$ cat src/rtl/nibble_serial_subtractor.sv
// Serial two's-complement subtractor: D = A - B - Bin, one 4-bit nibble per clock
// through a single A + ~B + carry slice, with a start/busy/done handshake.
module nibble_serial_subtractor #(
  parameter int WIDTH = 16  // multiple of 4, >= 8
) (
  input  logic             clk,
  input  logic             rst_n,
  input  logic             start,
  input  logic [WIDTH-1:0] A,
  input  logic [WIDTH-1:0] B,
  input  logic             Bin,
  output logic             busy,
  output logic             done,
  output logic [WIDTH-1:0] D,
  output logic             Bout,
  output logic             V
);

  localparam int NIB = WIDTH / 4;
  localparam int CW  = (NIB > 1) ? $clog2(NIB) : 1;

  typedef enum logic [1:0] {S_IDLE, S_RUN, S_DONE} state_t;

  // Handshake: start is accepted on a rising edge only while in IDLE or DONE;
  // busy is high exactly in RUN, done pulses for the single DONE cycle, and
  // D/Bout/V stay stable from done until the next accepted start.
  state_t           state_q;
  logic [WIDTH-1:0] a_q, b_q, d_q;
  logic [CW-1:0]    cnt_q;
  logic             carry_q, busy_q, done_q, bout_q, v_q;

  logic [CW+1:0]    nib_sel;
  logic [3:0]       a_nib, b_nib;
  logic [4:0]       sum_d;
  logic             last_nib;

  always_comb begin
    nib_sel  = {cnt_q, 2'b00};
    a_nib    = a_q[nib_sel +: 4];
    b_nib    = b_q[nib_sel +: 4];
    sum_d    = {1'b0, a_nib} + {1'b0, ~b_nib} + {4'b0000, carry_q};
    last_nib = (cnt_q == CW'(NIB - 1));
  end

  always_ff @(posedge clk or negedge rst_n) begin
    if (!rst_n) begin
      state_q <= S_IDLE;
      a_q     <= '0;
      b_q     <= '0;
      d_q     <= '0;
      cnt_q   <= '0;
      carry_q <= 1'b0;
      busy_q  <= 1'b0;
      done_q  <= 1'b0;
      bout_q  <= 1'b0;
      v_q     <= 1'b0;
    end else begin
      case (state_q)
        S_IDLE, S_DONE: begin
          done_q <= 1'b0;
          if (start) begin
            state_q <= S_RUN;
            busy_q  <= 1'b1;
            a_q     <= A;
            b_q     <= B;
            carry_q <= ~Bin;  // borrow-in expressed as an inverted carry-in
            cnt_q   <= '0;
            d_q     <= '0;
            bout_q  <= 1'b0;
            v_q     <= 1'b0;
          end else begin
            state_q <= S_IDLE;
            busy_q  <= 1'b0;
          end
        end
        S_RUN: begin
          d_q[nib_sel +: 4] <= sum_d[3:0];
          carry_q           <= sum_d[4];
          cnt_q             <= cnt_q + CW'(1);
          if (last_nib) begin
            state_q <= S_DONE;
            busy_q  <= 1'b0;
            done_q  <= 1'b1;
            bout_q  <= ~sum_d[4];
            // sum_d[3] is the result MSB being written on this same edge
            v_q     <= (a_q[WIDTH-1] ^ b_q[WIDTH-1]) & (sum_d[3] ^ a_q[WIDTH-1]);
          end
        end
        default: begin
          state_q <= S_IDLE;
          busy_q  <= 1'b0;
          done_q  <= 1'b0;
        end
      endcase
    end
  end

  assign busy = busy_q;
  assign done = done_q;
  assign D    = d_q;
  assign Bout = bout_q;
  assign V    = v_q;

endmodule

$ cat config.mk
export PLATFORM = sky130hd
export DESIGN_NAME = nibble_serial_subtractor
export DESIGN_NICKNAME = d
export VERILOG_FILES = /design/src/rtl/nibble_serial_subtractor.sv
export SDC_FILE = /design/constraint.sdc
export NUM_CORES = 1
export LEC_CHECK = 0
export ABC_AREA = 0
export BUFFER_PORTS_ARGS = -buffer_cell sky130_fd_sc_hd__buf_2
export CAP_MARGIN = 10
export CORE_MARGIN = 2
export CORE_UTILIZATION = 30
export CTS_CLUSTER_DIAMETER = 30
export DETAILED_ROUTE_END_ITERATION = 8
export GPL_TIMING_DRIVEN = 1
export SYNTH_ARGS = -nofsm -noshare
export SYNTH_HDL_FRONTEND = slang
export SYNTH_SLANG_ARGS = --single-unit
export TNS_END_PERCENT = 20
$ cat constraint.sdc
create_clock -name clk -period 3.8 [get_ports clk]
set_clock_uncertainty 0.2 [all_clocks]
set_input_delay 0.57 -clock clk [delete_from_list [all_inputs] [get_ports clk]]
set_output_delay 0.57 -clock clk [all_outputs]
set_load 0.005 [all_outputs]
==> reports/qor.yml <==
status:
  status: "finished clean"
route:
  remaining_drc_errors: 0
  vias: 1691
  dr.pass1.iters: 4
  wirelength_um: 5520
  antenna_left: 0
  drt_iter0_drc: 86
  avgViaCountPerCell: 4.68
  wl_per_cell_um: 15.3
placement:
  gp_congestion: 0.793
  portBuffers: 55
  hpwlAfterDp_um: 4180
  place_area_mm2: 0.00296
timing:
  worst_pin_slew_ps: 864
  post-route-period-util_pct: 75.3
  min_period_ps: 2860
  hold_viol: 0
  setup_viol: 0
  clock.fmax_mhz: 349
  setup_tns_ps: 0
  relSlewSlack_pct: 42.4
  slew_violations: 0
  rsz0062_at_grt: "no"
yosys:
  async_reset_ff_share_pct: 100
  synth-seq-area-share_pct: 54.6
  ys.flop_type: "dfrtp_1"
  synth.yosys.warnings: 0
  synthMuxAreaShare_pct: 21.5
  synthXorXnorAreaFrac_pct: 1.02
  synthesis.area_mm2: 0.00257
  synth_compound_area_share_pct: 7.46
  yosys.area_share.simple_pct: 7.26
  ys_types: 35
  synth_top_family_by_area: "multiplexers"
  synth_fa_ha_area_share_pct: 4.97
  ys_ff_latch: 56
  synth_fp_nets: 242
  syn_inst: 197
  syn-mean-instance-area_um2: 13.0
  synth_edf_count: 0
pwr:
  powerDensity_mw_per_mm2: 929
  p_leak_uw: 0.00143
  vdd_ir_drop_max_v: 0.000398
clock_tree:
  cts_root_buf: "clkbuf_8"
  ctsResizeCount: 0
  clock_path_buffers: 2
  h-tree-depth: 2
  clkSinkCount: 56
  insertion_delay_ps: 310
  post-cts-setup-buffers: 0
  numCtsBuffers: 5
  hold_buffers: 0
  cts_tree: "built"
  clk_pin_slew_worst_paths_ps: 100
critical_path:
  worst-path-max-fanout: 9
  criticalPathCategory: "flip-flop to flip-flop"
  crit_chain: "buf_4, mux4_2, ha_1, nand2_1, o21ai_0, xnor2_1, o21ai_0"
  worstPathRequired_ps: 3780
  endpoint_kind: "flip-flop"
  crit_path_frequent_cell: "o21ai_0"
  start_kind: "flip-flop"
  cp_data_arrival_time_ps: 2850
  cpPeakStageDelay_ps: 630
  critical-path-slowest-cell: "dfrtp_1"
die:
  placementRows: 33
  fp.dieH_um: 96.5
  pin_count: 56
  die_area_mm2: 0.00931
  start_util_pct: 31.1
  core_area_mm2: 0.00826
  chipWidth_um: 96.5
global_routing:
  grt_max_degree: 40
  grt_usage_pct: 13.5
  gr-total-overflow: 0
  grt_pass1_vias: 1787
  antenna_found_initial: 0
  grt_pass1_wl_um: 9300
cells_and_area:
  syn2layout_area_growth_pct: 19.6
  regArea_mm2: 0.00140
  fin_nets: 300
  layout-drive-gt1-share_pct: 43.4
  fin_area_mm2: 0.00307
  n_fill_cell: 830
  multi_input_area_mm2: 0.00109
  n_antenna_cell: 0
job:
  drv_cap: 0
min_path:
  hp-class: "primary input to async pin"
==> state kept, by name, summed over array words and instances (netlist names) <==
name / cells
cnt_q: 2
D: 16
V: 1
Bout: 1
a_q: 16
busy: 1
carry_q: 1
b_q: 16
state_q: 2
==> area by class of cell <==
class	instances	share of cell area [%]
multi-input combinational	123	35.5
inverter	11	1.34
sequential	56	45.6
clock buffer	6	2.36
tap	105	4.28
timing repair buffer	58	9.70
clock inverter	2	1.14
==> cells in the mapped netlist (2+ instances only) <==
cell | n | area, um2
nor2_1 | 2 | 7.51
nand4_1 | 2 | 12.5
mux4_2 | 8 | 180
a21oi_1 | 5 | 25.0
ha_1 | 7 | 87.6
mux2_2 | 33 | 372
fa_1 | 2 | 40.0
nor2b_1 | 3 | 18.8
o21ai_1 | 4 | 20.0
buf_2 | 5 | 25.0
nand2_1 | 20 | 75.1
inv_1 | 11 | 41.3
dfrtp_1 | 56 | 1400
o21ai_0 | 15 | 75.1
xnor2_1 | 2 | 17.5
a22o_1 | 2 | 17.5
nand3_1 | 2 | 10.0
==> stage by stage <==
stage	power, uW	cells	hold slack [ps]	setup slack (ps)	utilization [%]
after floorplan	2050	197	74.4	1080	-
after global placement	2460	353	258	1010	35.9
after detailed placement	2510	353	266	892	35.9
after CTS	2910	361	191	878	37.2
after global routing	3130	361	221	657	37.2
final	2850	361	167	938	37.2
==> critical path: cells and delay by family (launching register included) <==
kind | cells | cell delay, ps
DFF | 1 | 630
buffers and inverters | 1 | 260
adders and majority gates | 1 | 360
and+or+nand+nor | 1 | 60
muxes | 1 | 510
AOI/OAI and AO/OA | 2 | 480
xor gates and xnor gates | 1 | 240
==> power by group <==
group          switching [uW]  internal, uW  leakage, uW  total (uW)
Combinational             718           689     0.000680        1410
Clock                     190           196    0.0000552         386
Sequential                200           860     0.000697        1060
==> path summary, 6_finish.rpt <==
path	start	to	slack (ps)	cells after the start
worst max register to register	cnt_q[0]	D[11]	940	7
worst max-delay path	cnt_q[0]	D[11]	940	7
worst min register to register	D[8]	D[8]	280	2
min in group clk	D[8]	D[8]	280	2
max in group asynchronous	rst_n	b_q[8]	2470	2
worst min-delay path	rst_n	D[4]	170	1
==> cell families after synthesis <==
kind of cell               Yosys count
AOI/OAI and AO/OA                   33
DFF                                 56
buffers and inverters               18
xor gates and xnor gates             3
and+or+nand+nor                     37
adders and majority gates            9
muxes                               41
==> routing by layer <==
| metal | GRT usage (%) | routed length (um) | vias to the layer above |
|---|---|---|---|
| met1 | 17.5 | 2510 | 826 |
| met5 | 0 | 0 | - |
| li1 | - | - | 815 |
| met2 | 22.6 | 2680 | 45 |
| met3 | 2.87 | 273 | 5 |
| met4 | 3.99 | 58 | 0 |
==> placed cells by master, fill, tap and decap left out, drive strengths merged, types with 3 or more instances in the layout <==
master | synthesis | layout
inv | 11 | 11
ha | 7 | 7
buf | 6 | 58
nand2 | 21 | 21
a21oi | 5 | 5
clkbuf | 1 | 6
mux4 | 8 | 8
o21ai | 19 | 19
mux2 | 33 | 33
dfrtp | 56 | 56
nor2b | 3 | 3
(Power assumes the default switching activity.)
